[src/rtl/lc3_fetch_pkg.sv]
// Shared LC-3 definitions for the fetch slice.
// Holds the 4-bit opcode constants found in ir[15:12] and the fetch FSM state encoding.
package lc3_fetch_pkg;

  localparam logic [3:0] OP_BR   = 4'b0000;
  localparam logic [3:0] OP_ADD  = 4'b0001;
  localparam logic [3:0] OP_LD   = 4'b0010;
  localparam logic [3:0] OP_ST   = 4'b0011;
  localparam logic [3:0] OP_JSR  = 4'b0100;
  localparam logic [3:0] OP_AND  = 4'b0101;
  localparam logic [3:0] OP_LDR  = 4'b0110;
  localparam logic [3:0] OP_STR  = 4'b0111;
  localparam logic [3:0] OP_RTI  = 4'b1000;
  localparam logic [3:0] OP_NOT  = 4'b1001;
  localparam logic [3:0] OP_LDI  = 4'b1010;
  localparam logic [3:0] OP_STI  = 4'b1011;
  localparam logic [3:0] OP_JMP  = 4'b1100;
  localparam logic [3:0] OP_RES  = 4'b1101;
  localparam logic [3:0] OP_LEA  = 4'b1110;
  localparam logic [3:0] OP_TRAP = 4'b1111;

  typedef enum logic [1:0] {
    StIdle   = 2'b00,
    StReq    = 2'b01,
    StHold   = 2'b10,
    StHalted = 2'b11
  } fetch_state_e;

endpackage

[src/rtl/lc3_fetch_decode.sv]
// Register-file control decode for the instruction held in IR.
// Ports:
//   opcode     in  4  ir[15:12]
//   sr1_mux    out 1  0 selects ir[11:9] as SR1 (ST, STI), 1 otherwise
//   dr_mux     out 1  1 selects R7 as destination (JSR/JSRR, TRAP)
//   writes_reg out 1  opcode writes a general-purpose register
module lc3_fetch_decode
  import lc3_fetch_pkg::*;
(
  input  logic [3:0] opcode,
  output logic       sr1_mux,
  output logic       dr_mux,
  output logic       writes_reg
);

  always_comb begin
    sr1_mux    = 1'b1;
    dr_mux     = 1'b0;
    writes_reg = 1'b0;
    case (opcode)
      OP_BR:   ;
      OP_ADD:  writes_reg = 1'b1;
      OP_LD:   writes_reg = 1'b1;
      OP_ST:   sr1_mux    = 1'b0;
      OP_JSR: begin
        dr_mux     = 1'b1;
        writes_reg = 1'b1;
      end
      OP_AND:  writes_reg = 1'b1;
      OP_LDR:  writes_reg = 1'b1;
      OP_STR:  ;
      OP_RTI:  ;
      OP_NOT:  writes_reg = 1'b1;
      OP_LDI:  writes_reg = 1'b1;
      OP_STI:  sr1_mux    = 1'b0;
      OP_JMP:  ;
      OP_RES:  ;
      OP_LEA:  writes_reg = 1'b1;
      OP_TRAP: begin
        dr_mux     = 1'b1;
        writes_reg = 1'b1;
      end
      default: ;
    endcase
  end

endmodule

[src/rtl/lc3_fetch.sv]
// LC-3 instruction-fetch stage: owns PC and IR, reads instruction memory over a req/ack
// handshake and holds each instruction until execute reports completion.
// Ports:
//   clk, rst_n                   clock, async active-low reset
//   mem_req/mem_addr             read request and address (address is the PC)
//   mem_ack/mem_rdata            read completion and instruction word
//   exec_done/pc_load/pc_in/halt execute-stage completion, redirect and stop controls
//   pc, ir, ir_valid             fetch state visible to downstream stages
//   ir_slice/sr1_mux/dr_mux/writes_reg  register-file controls decoded from IR
module lc3_fetch
  import lc3_fetch_pkg::*;
#(
  parameter int unsigned       DATA_W   = 16,
  parameter logic [DATA_W-1:0] RESET_PC = 16'h3000
) (
  input  logic              clk,
  input  logic              rst_n,
  output logic              mem_req,
  output logic [DATA_W-1:0] mem_addr,
  input  logic              mem_ack,
  input  logic [DATA_W-1:0] mem_rdata,
  input  logic              exec_done,
  input  logic              pc_load,
  input  logic [DATA_W-1:0] pc_in,
  input  logic              halt,
  output logic [DATA_W-1:0] pc,
  output logic [DATA_W-1:0] ir,
  output logic              ir_valid,
  output logic [11:0]       ir_slice,
  output logic              sr1_mux,
  output logic              dr_mux,
  output logic              writes_reg
);

  localparam logic [DATA_W-1:0] PcOne = {{(DATA_W-1){1'b0}}, 1'b1};

  fetch_state_e      state_q;
  logic [DATA_W-1:0] pc_q;
  logic [DATA_W-1:0] ir_q;
  logic              mem_req_q;
  logic              ir_valid_q;

  // Outputs are registered alongside the state so they change only on the edge that
  // changes the state; reset clears them asynchronously.
  always_ff @(posedge clk or negedge rst_n) begin
    if (!rst_n) begin
      state_q    <= StIdle;
      pc_q       <= RESET_PC;
      ir_q       <= '0;
      mem_req_q  <= 1'b0;
      ir_valid_q <= 1'b0;
    end else begin
      unique case (state_q)
        StIdle: begin
          state_q   <= StReq;
          mem_req_q <= 1'b1;
        end
        StReq: begin
          if (mem_ack) begin
            ir_q       <= mem_rdata;
            pc_q       <= pc_q + PcOne;  // wraps modulo 2^DATA_W
            state_q    <= StHold;
            mem_req_q  <= 1'b0;
            ir_valid_q <= 1'b1;
          end
        end
        StHold: begin
          if (exec_done) begin
            ir_valid_q <= 1'b0;
            // halt wins over a simultaneous redirect
            if (halt) begin
              state_q <= StHalted;
            end else begin
              if (pc_load) pc_q <= pc_in;
              state_q   <= StReq;
              mem_req_q <= 1'b1;
            end
          end
        end
        StHalted: ;
        default: begin
          state_q    <= StIdle;
          mem_req_q  <= 1'b0;
          ir_valid_q <= 1'b0;
        end
      endcase
    end
  end

  assign mem_req  = mem_req_q;
  assign mem_addr = pc_q;
  assign pc       = pc_q;
  assign ir       = ir_q;
  assign ir_valid = ir_valid_q;
  assign ir_slice = ir_q[11:0];

  lc3_fetch_decode u_decode (
    .opcode     (ir_q[15:12]),
    .sr1_mux    (sr1_mux),
    .dr_mux     (dr_mux),
    .writes_reg (writes_reg)
  );

endmodule

[config.mk]
export PLATFORM = sky130hd
export DESIGN_NAME = lc3_fetch
export DESIGN_NICKNAME = d
export VERILOG_FILES = /design/src/rtl/lc3_fetch_pkg.sv /design/src/rtl/lc3_fetch_decode.sv /design/src/rtl/lc3_fetch.sv
export SDC_FILE = /design/constraint.sdc
export NUM_CORES = 1
export LEC_CHECK = 0
export CAP_MARGIN = 20
export CORE_UTILIZATION = 44
export CTS_CLUSTER_DIAMETER = 150
export CTS_CLUSTER_SIZE = 10
export DETAILED_ROUTE_END_ITERATION = 10
export GPL_TIMING_DRIVEN = 0
export MAX_ROUTING_LAYER = met4
export PLACE_DENSITY_LB_ADDON = 0.2
export SLEW_MARGIN = 20
export SYNTH_ARGS = -nofsm -noshare
export SYNTH_HDL_FRONTEND = slang
export SYNTH_HIERARCHICAL = 1
export SYNTH_SLANG_ARGS = --single-unit
[constraint.sdc]
create_clock -name clk -period 3 [get_ports clk]
set_input_delay 0.9 -clock clk [delete_from_list [all_inputs] [get_ports clk]]
set_output_delay 0.9 -clock clk [all_outputs]
set_load 0.01 [all_outputs]
==> results of run 1 <==
## worst max path at each step
stage	to	depth (start not counted)
final	dr_mux	3
after CTS	dr_mux	3
after global routing	dr_mux	3
after detailed placement	mem_addr[11]	6
after floorplan	mem_addr[5]	5
after global placement	ir[0]	1
## layer usage
layer / vias to the layer above / global-route usage, % / part of all wire [%]
li1: 990 / - / -
met1: 996 / 29.8 / 43
met2: 78 / 34.9 / 50
met3: 6 / 5.14 / 5.7
met4: 0 / 9.37 / 1.7
met5: - / - / 0
## cell type report
type	instances	area [sq um]	area share [%]
Sequential cell	36	903	26.8
Buffer	39	259	7.68
Multi-Input combinational cell	136	983	29.1
Timing Repair Buffer	103	1040	30.9
Inverter	3	11.3	0.334
Tap cell	67	83.8	2.48
Clock buffer	8	90.1	2.67
## registers in the layout, summed over array words and instances (netlist names)
signal,count
ir,16
ir_valid,1
mem_addr,16
mem_req,1
state_q,2
## report_power, final
part	internal [W]	total [W]	switching (W)
clock	0.000187	0.000361	0.000174
sequential	0.000704	0.000950	0.000247
combinational	0.00125	0.00207	0.000822
total	0.00214	0.00339	0.00124
## through the flow
stage | setup WS, ps | hold slack (ps) | util (%) | std cells
2_1_floorplan | 875 | 506 | - | 214
3_3_place_gp | 130 | 492 | 69.1 | 383
3_5_place_dp | 195 | 508 | 69.5 | 384
4_1_cts | 312 | 531 | 71.4 | 392
5_1_grt | 236 | 558 | 71.4 | 392
6_report | 324 | 539 | 71.4 | 392
## cell families after synthesis
kind of cell | share of synthesized area (%)
compound gates | 12.3
simple gates | 21.1
mux | 9.28
fa+ha+maj | 2.90
flops | 41.9
buf+inv | 12.5
## worst register-to-register path, stage by stage (launching register included)
cell	delay, ps
dfrtp_1	410
inv_1	90
ha_1	300
nand3b_1	190
a211o_1	340
buf_4	180
buf_2	190
a222oi_1	270
o41ai_1	140
## cells in the final DEF (no fill, tap or decap), drive strengths merged, types with 3 or more instances in the layout
master	n
dfrtp	34
o41ai	4
and4	4
o21ai	3
nand2	12
nor3	3
nand3b	8
nand2b	3
clkbuf	15
mux2	16
nor2b	8
a22oi	6
buf	34
clkdlybuf4s50	101
inv	3
nand4	6
ha	5
nand3	12
a222oi	6
or4	7
nor2	9
==> flow_metrics.py, run 1 <==
metrics = {
    "outcome": {
        "status": "completed",
    },
    "synth": {
        "syn_avg_cell_area_sq_um": 10.1,
        "syn-instance-count": 214,
        "ys_seq_area_share_pct": 41.9,
        "ys_seq_elements": 36,
        "synth.distinct_cells": 40,
        "synth_top_area_share_pct": 39.4,
        "ys.warnings.count": 6,
        "synth-async-reset-ratio_pct": 100,
        "synth_ff_type": "dfrtp_1",
        "syn-num-nets": 257,
        "synth_top_cell_by_area": "dfrtp_1",
        "synth.area.top_cells": "dfrtp_1 (39%), buf_4 (10%), mux2_2 (8.4%)",
        "synthTopCellsByCount": "dfrtp_1 (34), buf_4 (29), mux2_2 (16), nand2_1 (12), nand3_1 (12)",
        "synth_edf_count": 0,
        "synthesis.area_sq_mm": 0.00216,
        "post-synth-top-count-cell": "dfrtp_1",
    },
    "sta": {
        "slew_headroom_pct": 65.4,
        "finalSetupViolCount": 0,
        "clock_skew_ps": 6.33,
        "slew_violations": 0,
        "final.setup.tns_ps": 0,
        "hold_viol": 0,
        "min_period_ps": 2680,
        "worstMarginPinSlew_ps": 519,
        "rsz0062_at_grt": "no",
        "fmax_mhz": 374,
        "period_share_pct": 89.2,
    },
    "pwr": {
        "power_w": 0.00339,
        "peakVddDrop_uv": 610,
        "p_per_area_mw_per_mm2": 1000,
        "p_leak_nw": 1.36,
    },
    "worst_setup_path": {
        "slowest_delay_ps": 540,
        "worstPathArrival_ps": 1780,
        "end_kind": "output port",
        "cp_data_required_time_ps": 2100,
        "slowest_stage": "clkdlybuf4s50_1",
        "r2r-start": "state_q[0]",
        "reg2reg_depth": 8,
        "path_max_fanout": 7,
        "cpLargestDelayFamily": "buffers and inverters",
        "crit_path_cell_trace": "or3_1, a21boi_1, clkdlybuf4s50_1",
        "startpoint": "ir[13]",
        "reg2reg_slack_ps": 750,
        "cp_num_buf_inv": 1,
        "critPathKind": "reg2out",
        "worstReg2RegEnd": "mem_addr[10]",
        "start_kind": "register",
    },
    "cts": {
        "postCtsSetupRepairBufs": 0,
        "hold_buffers": 0,
        "max-clock-path-buffers": 2,
        "cts.htree.levels": 2,
        "root_buffer": "clkbuf_8",
        "cts_buffers": 5,
        "clkLatencyLatePin_ps": 290,
        "cts_tree": "done",
        "cts.sinks": 36,
        "clkSlewWorstSetupHoldPaths_ps": 70,
        "ctsResizeCount": 0,
    },
    "worst_hold_path": {
        "hold_path.startpoint": "ir[9]",
        "hold_depth": 1,
        "min_to": "ir[9]",
        "hp-class": "reg2reg",
    },
    "placed_design": {
        "hpwl_um": 4100,
        "portBuffers": 102,
        "place_area_sq_mm": 0.00328,
        "gp_congestion": 0.792,
    },
    "drt": {
        "wl_per_cell_um": 13.8,
        "vias": 2070,
        "drt_iter0_drc": 195,
        "firstDrtPassIters": 4,
        "drc": 0,
        "drt_wl_total_um": 5410,
        "postRouteAntennaNets": 0,
        "drt-vias-per-instance": 5.28,
    },
    "final_layout": {
        "nets": 367,
        "fillers": 355,
        "design_area_sq_mm": 0.00337,
        "antenna_cells": 0,
        "syn_to_final_growth_pct": 56.4,
        "drive_gt1_share_pct": 18.5,
    },
    "grt": {
        "track_usage_pct": 23.0,
        "grt_pass1_vias": 1911,
        "gr-total-overflow": 0,
        "grt_pass1_wl_um": 8890,
        "antenna_found_initial": 0,
        "grt_max_degree": 20,
    },
    "floorplanning": {
        "dieArea_sq_mm": 0.00519,
        "die_y_um": 72.0,
        "core_sq_mm": 0.00472,
        "dieWidth_um": 72.0,
        "initial_core_util_pct": 45.7,
        "ios": 103,
        "num_rows": 25,
    },
    "run": {
        "cap_violations": 0,
    },
}
No activity file was read; power rests on OpenSTA's default activity.
==> run 2, diff against run 1 <==
--- a/config.mk
+++ b/config.mk
@@ -12,7 +12,7 @@
 export DETAILED_ROUTE_END_ITERATION = 10
 export GPL_TIMING_DRIVEN = 0
 export MAX_ROUTING_LAYER = met4
-export PLACE_DENSITY_LB_ADDON = 0.2
+export PLACE_DENSITY_LB_ADDON = 0.12
 export SLEW_MARGIN = 20
 export SYNTH_ARGS = -nofsm -noshare
 export SYNTH_HDL_FRONTEND = slang
==> run 2 against run 1 <==
First-iteration DRC count shrank 42%. Total power shrank 0.28%. Non-clock buffer count is the same. Global-route usage shrank 0.70 points. Critical endpoint unchanged. Count of clock-buffer cells in the layout shrank 3. Critical path depth is the same. Register-to-register slack gained 40 ps. Die area is the same. Clock power shrank 5%. Sequential share of layout area is essentially flat. Via count grew 1.5%. Critical path type unchanged. Worst hold slack lost 17 ps. Highest routed layer unchanged.
==> flow_metrics.py, run 2 (synthesized netlist as in run 1, its figures left out) <==
metrics = {
    "run": {
        "cap_violations": 0,
    },
    "drt": {
        "drc": 0,
        "drt_iter0_drc": 114,
        "vias": 2102,
        "drt_wl_total_um": 5510,
        "drt-vias-per-instance": 5.36,
        "wl_per_cell_um": 14.1,
        "postRouteAntennaNets": 0,
        "firstDrtPassIters": 4,
    },
    "worst_setup_path": {
        "cp_data_required_time_ps": 2100,
        "end_kind": "output port",
        "start_kind": "register",
        "crit_path_cell_trace": "or3_1, a21boi_1, clkdlybuf4s50_1",
        "path_max_fanout": 7,
        "critPathKind": "reg2out",
        "worstPathArrival_ps": 1810,
        "slowest_delay_ps": 540,
        "slowest_stage": "clkdlybuf4s50_1",
    },
    "grt": {
        "antenna_found_initial": 0,
        "gr-total-overflow": 0,
        "grt_pass1_vias": 1975,
        "grt_pass1_wl_um": 8870,
        "track_usage_pct": 22.3,
        "grt_max_degree": 20,
    },
    "sta": {
        "hold_viol": 0,
        "slew_violations": 0,
        "worstMarginPinSlew_ps": 621,
        "rsz0062_at_grt": "no",
        "period_share_pct": 90.2,
        "min_period_ps": 2710,
        "final.setup.tns_ps": 0,
        "fmax_mhz": 370,
        "slew_headroom_pct": 58.6,
        "clock_skew_ps": 5.52,
        "finalSetupViolCount": 0,
    },
    "cts": {
        "cts.sinks": 36,
        "cts_tree": "done",
        "clkSlewWorstSetupHoldPaths_ps": 80,
        "clkLatencyLatePin_ps": 290,
        "root_buffer": "clkbuf_8",
        "hold_buffers": 0,
        "cts.htree.levels": 2,
        "postCtsSetupRepairBufs": 0,
        "ctsResizeCount": 0,
        "cts_buffers": 5,
        "max-clock-path-buffers": 2,
    },
    "final_layout": {
        "nets": 367,
        "layout_commonest_cell": "clkdlybuf4s50_1",
        "syn_to_final_growth_pct": 56.3,
        "drive_gt1_share_pct": 19.1,
        "antenna_cells": 0,
        "layout_common_cells": "clkdlybuf4s50_1 (101), dfrtp_1 (34), buf_4 (29)",
    },
    "pwr": {
        "peakVddDrop_uv": 549,
        "p_leak_nw": 1.37,
        "p_per_area_mw_per_mm2": 1000,
        "power_w": 0.00338,
    },
    "floorplanning": {
        "dieWidth_um": 72.0,
        "die_y_um": 72.0,
        "ios": 103,
        "num_rows": 25,
        "core_sq_mm": 0.00472,
        "initial_core_util_pct": 45.7,
        "dieArea_sq_mm": 0.00519,
    },
    "placed_design": {
        "portBuffers": 102,
        "hpwl_um": 4200,
        "gp_congestion": 0.793,
    },
    "outcome": {
        "status": "completed",
    },
    "worst_hold_path": {
        "hp-class": "reg2reg",
    },
}
run 2: cell count changes in the layout (fill, tap and decap cells not counted):
cell / delta
clkbuf_1: -2
clkbuf_8: -1
clkinv_4: +1
clkinv_2: +2
run 2: power by group:
| group | leakage, nW | internal (W) | switching [W] |
|---|---|---|---|
| logic | 0.922 | 0.00125 | 0.000825 |
| clock network | 0.0479 | 0.000162 | 0.000180 |
| registers | 0.396 | 0.000703 | 0.000253 |
run 2: final cells by class:
class / count / area [sq um]
buffer: 39 / 259
clock buffer: 5 / 68.8
clock inverter: 3 / 18.8
fill: 384 / 1350
inverter: 3 / 11.3
multi-input combinational: 136 / 983
sequential: 36 / 903
tap: 67 / 83.8
timing repair buffer: 103 / 1040
run 2: critical path: cells and delay by family, from the launching register on:
family	cells	cell delay [ps]
buffers and inverters	1	540
flip-flops	1	440
AND/OR/NAND/NOR	1	390
AO/OA/AOI/OAI	1	140
run 2: routing by layer:
layer	track usage [%]	vias to the layer above	share of wire, %
li1	-	992	-
met1	27.6	1025	45
met2	37.8	78	49
met3	3.47	7	5.0
met4	6.32	0	1.1
met5	-	-	0
run 2: final timing paths:
check,end,depth (start not counted),startpoint,slack [ps]
worst max-delay path,dr_mux,3,ir[13],290
worst min-delay path,mem_req,1,mem_req,520
worst max register to register,mem_addr[11],8,state_q[0],790
worst min register to register,mem_req,1,mem_req,520
max in group asynchronous,mem_addr[13],2,rst_n,1900
min in group asynchronous,ir[11],1,rst_n,560
run 2: through the flow:
step	setup WS, ps	instances	cell area, sq um	utilization [%]	hold slack (ps)
finish	295	392	3370	71.4	522
global route	201	392	3370	71.4	549
CTS	290	392	3370	71.4	527
global placement	182	383	3260	69.1	490
detailed placement	225	384	3280	69.5	502
floorplan	875	214	2160	-	506
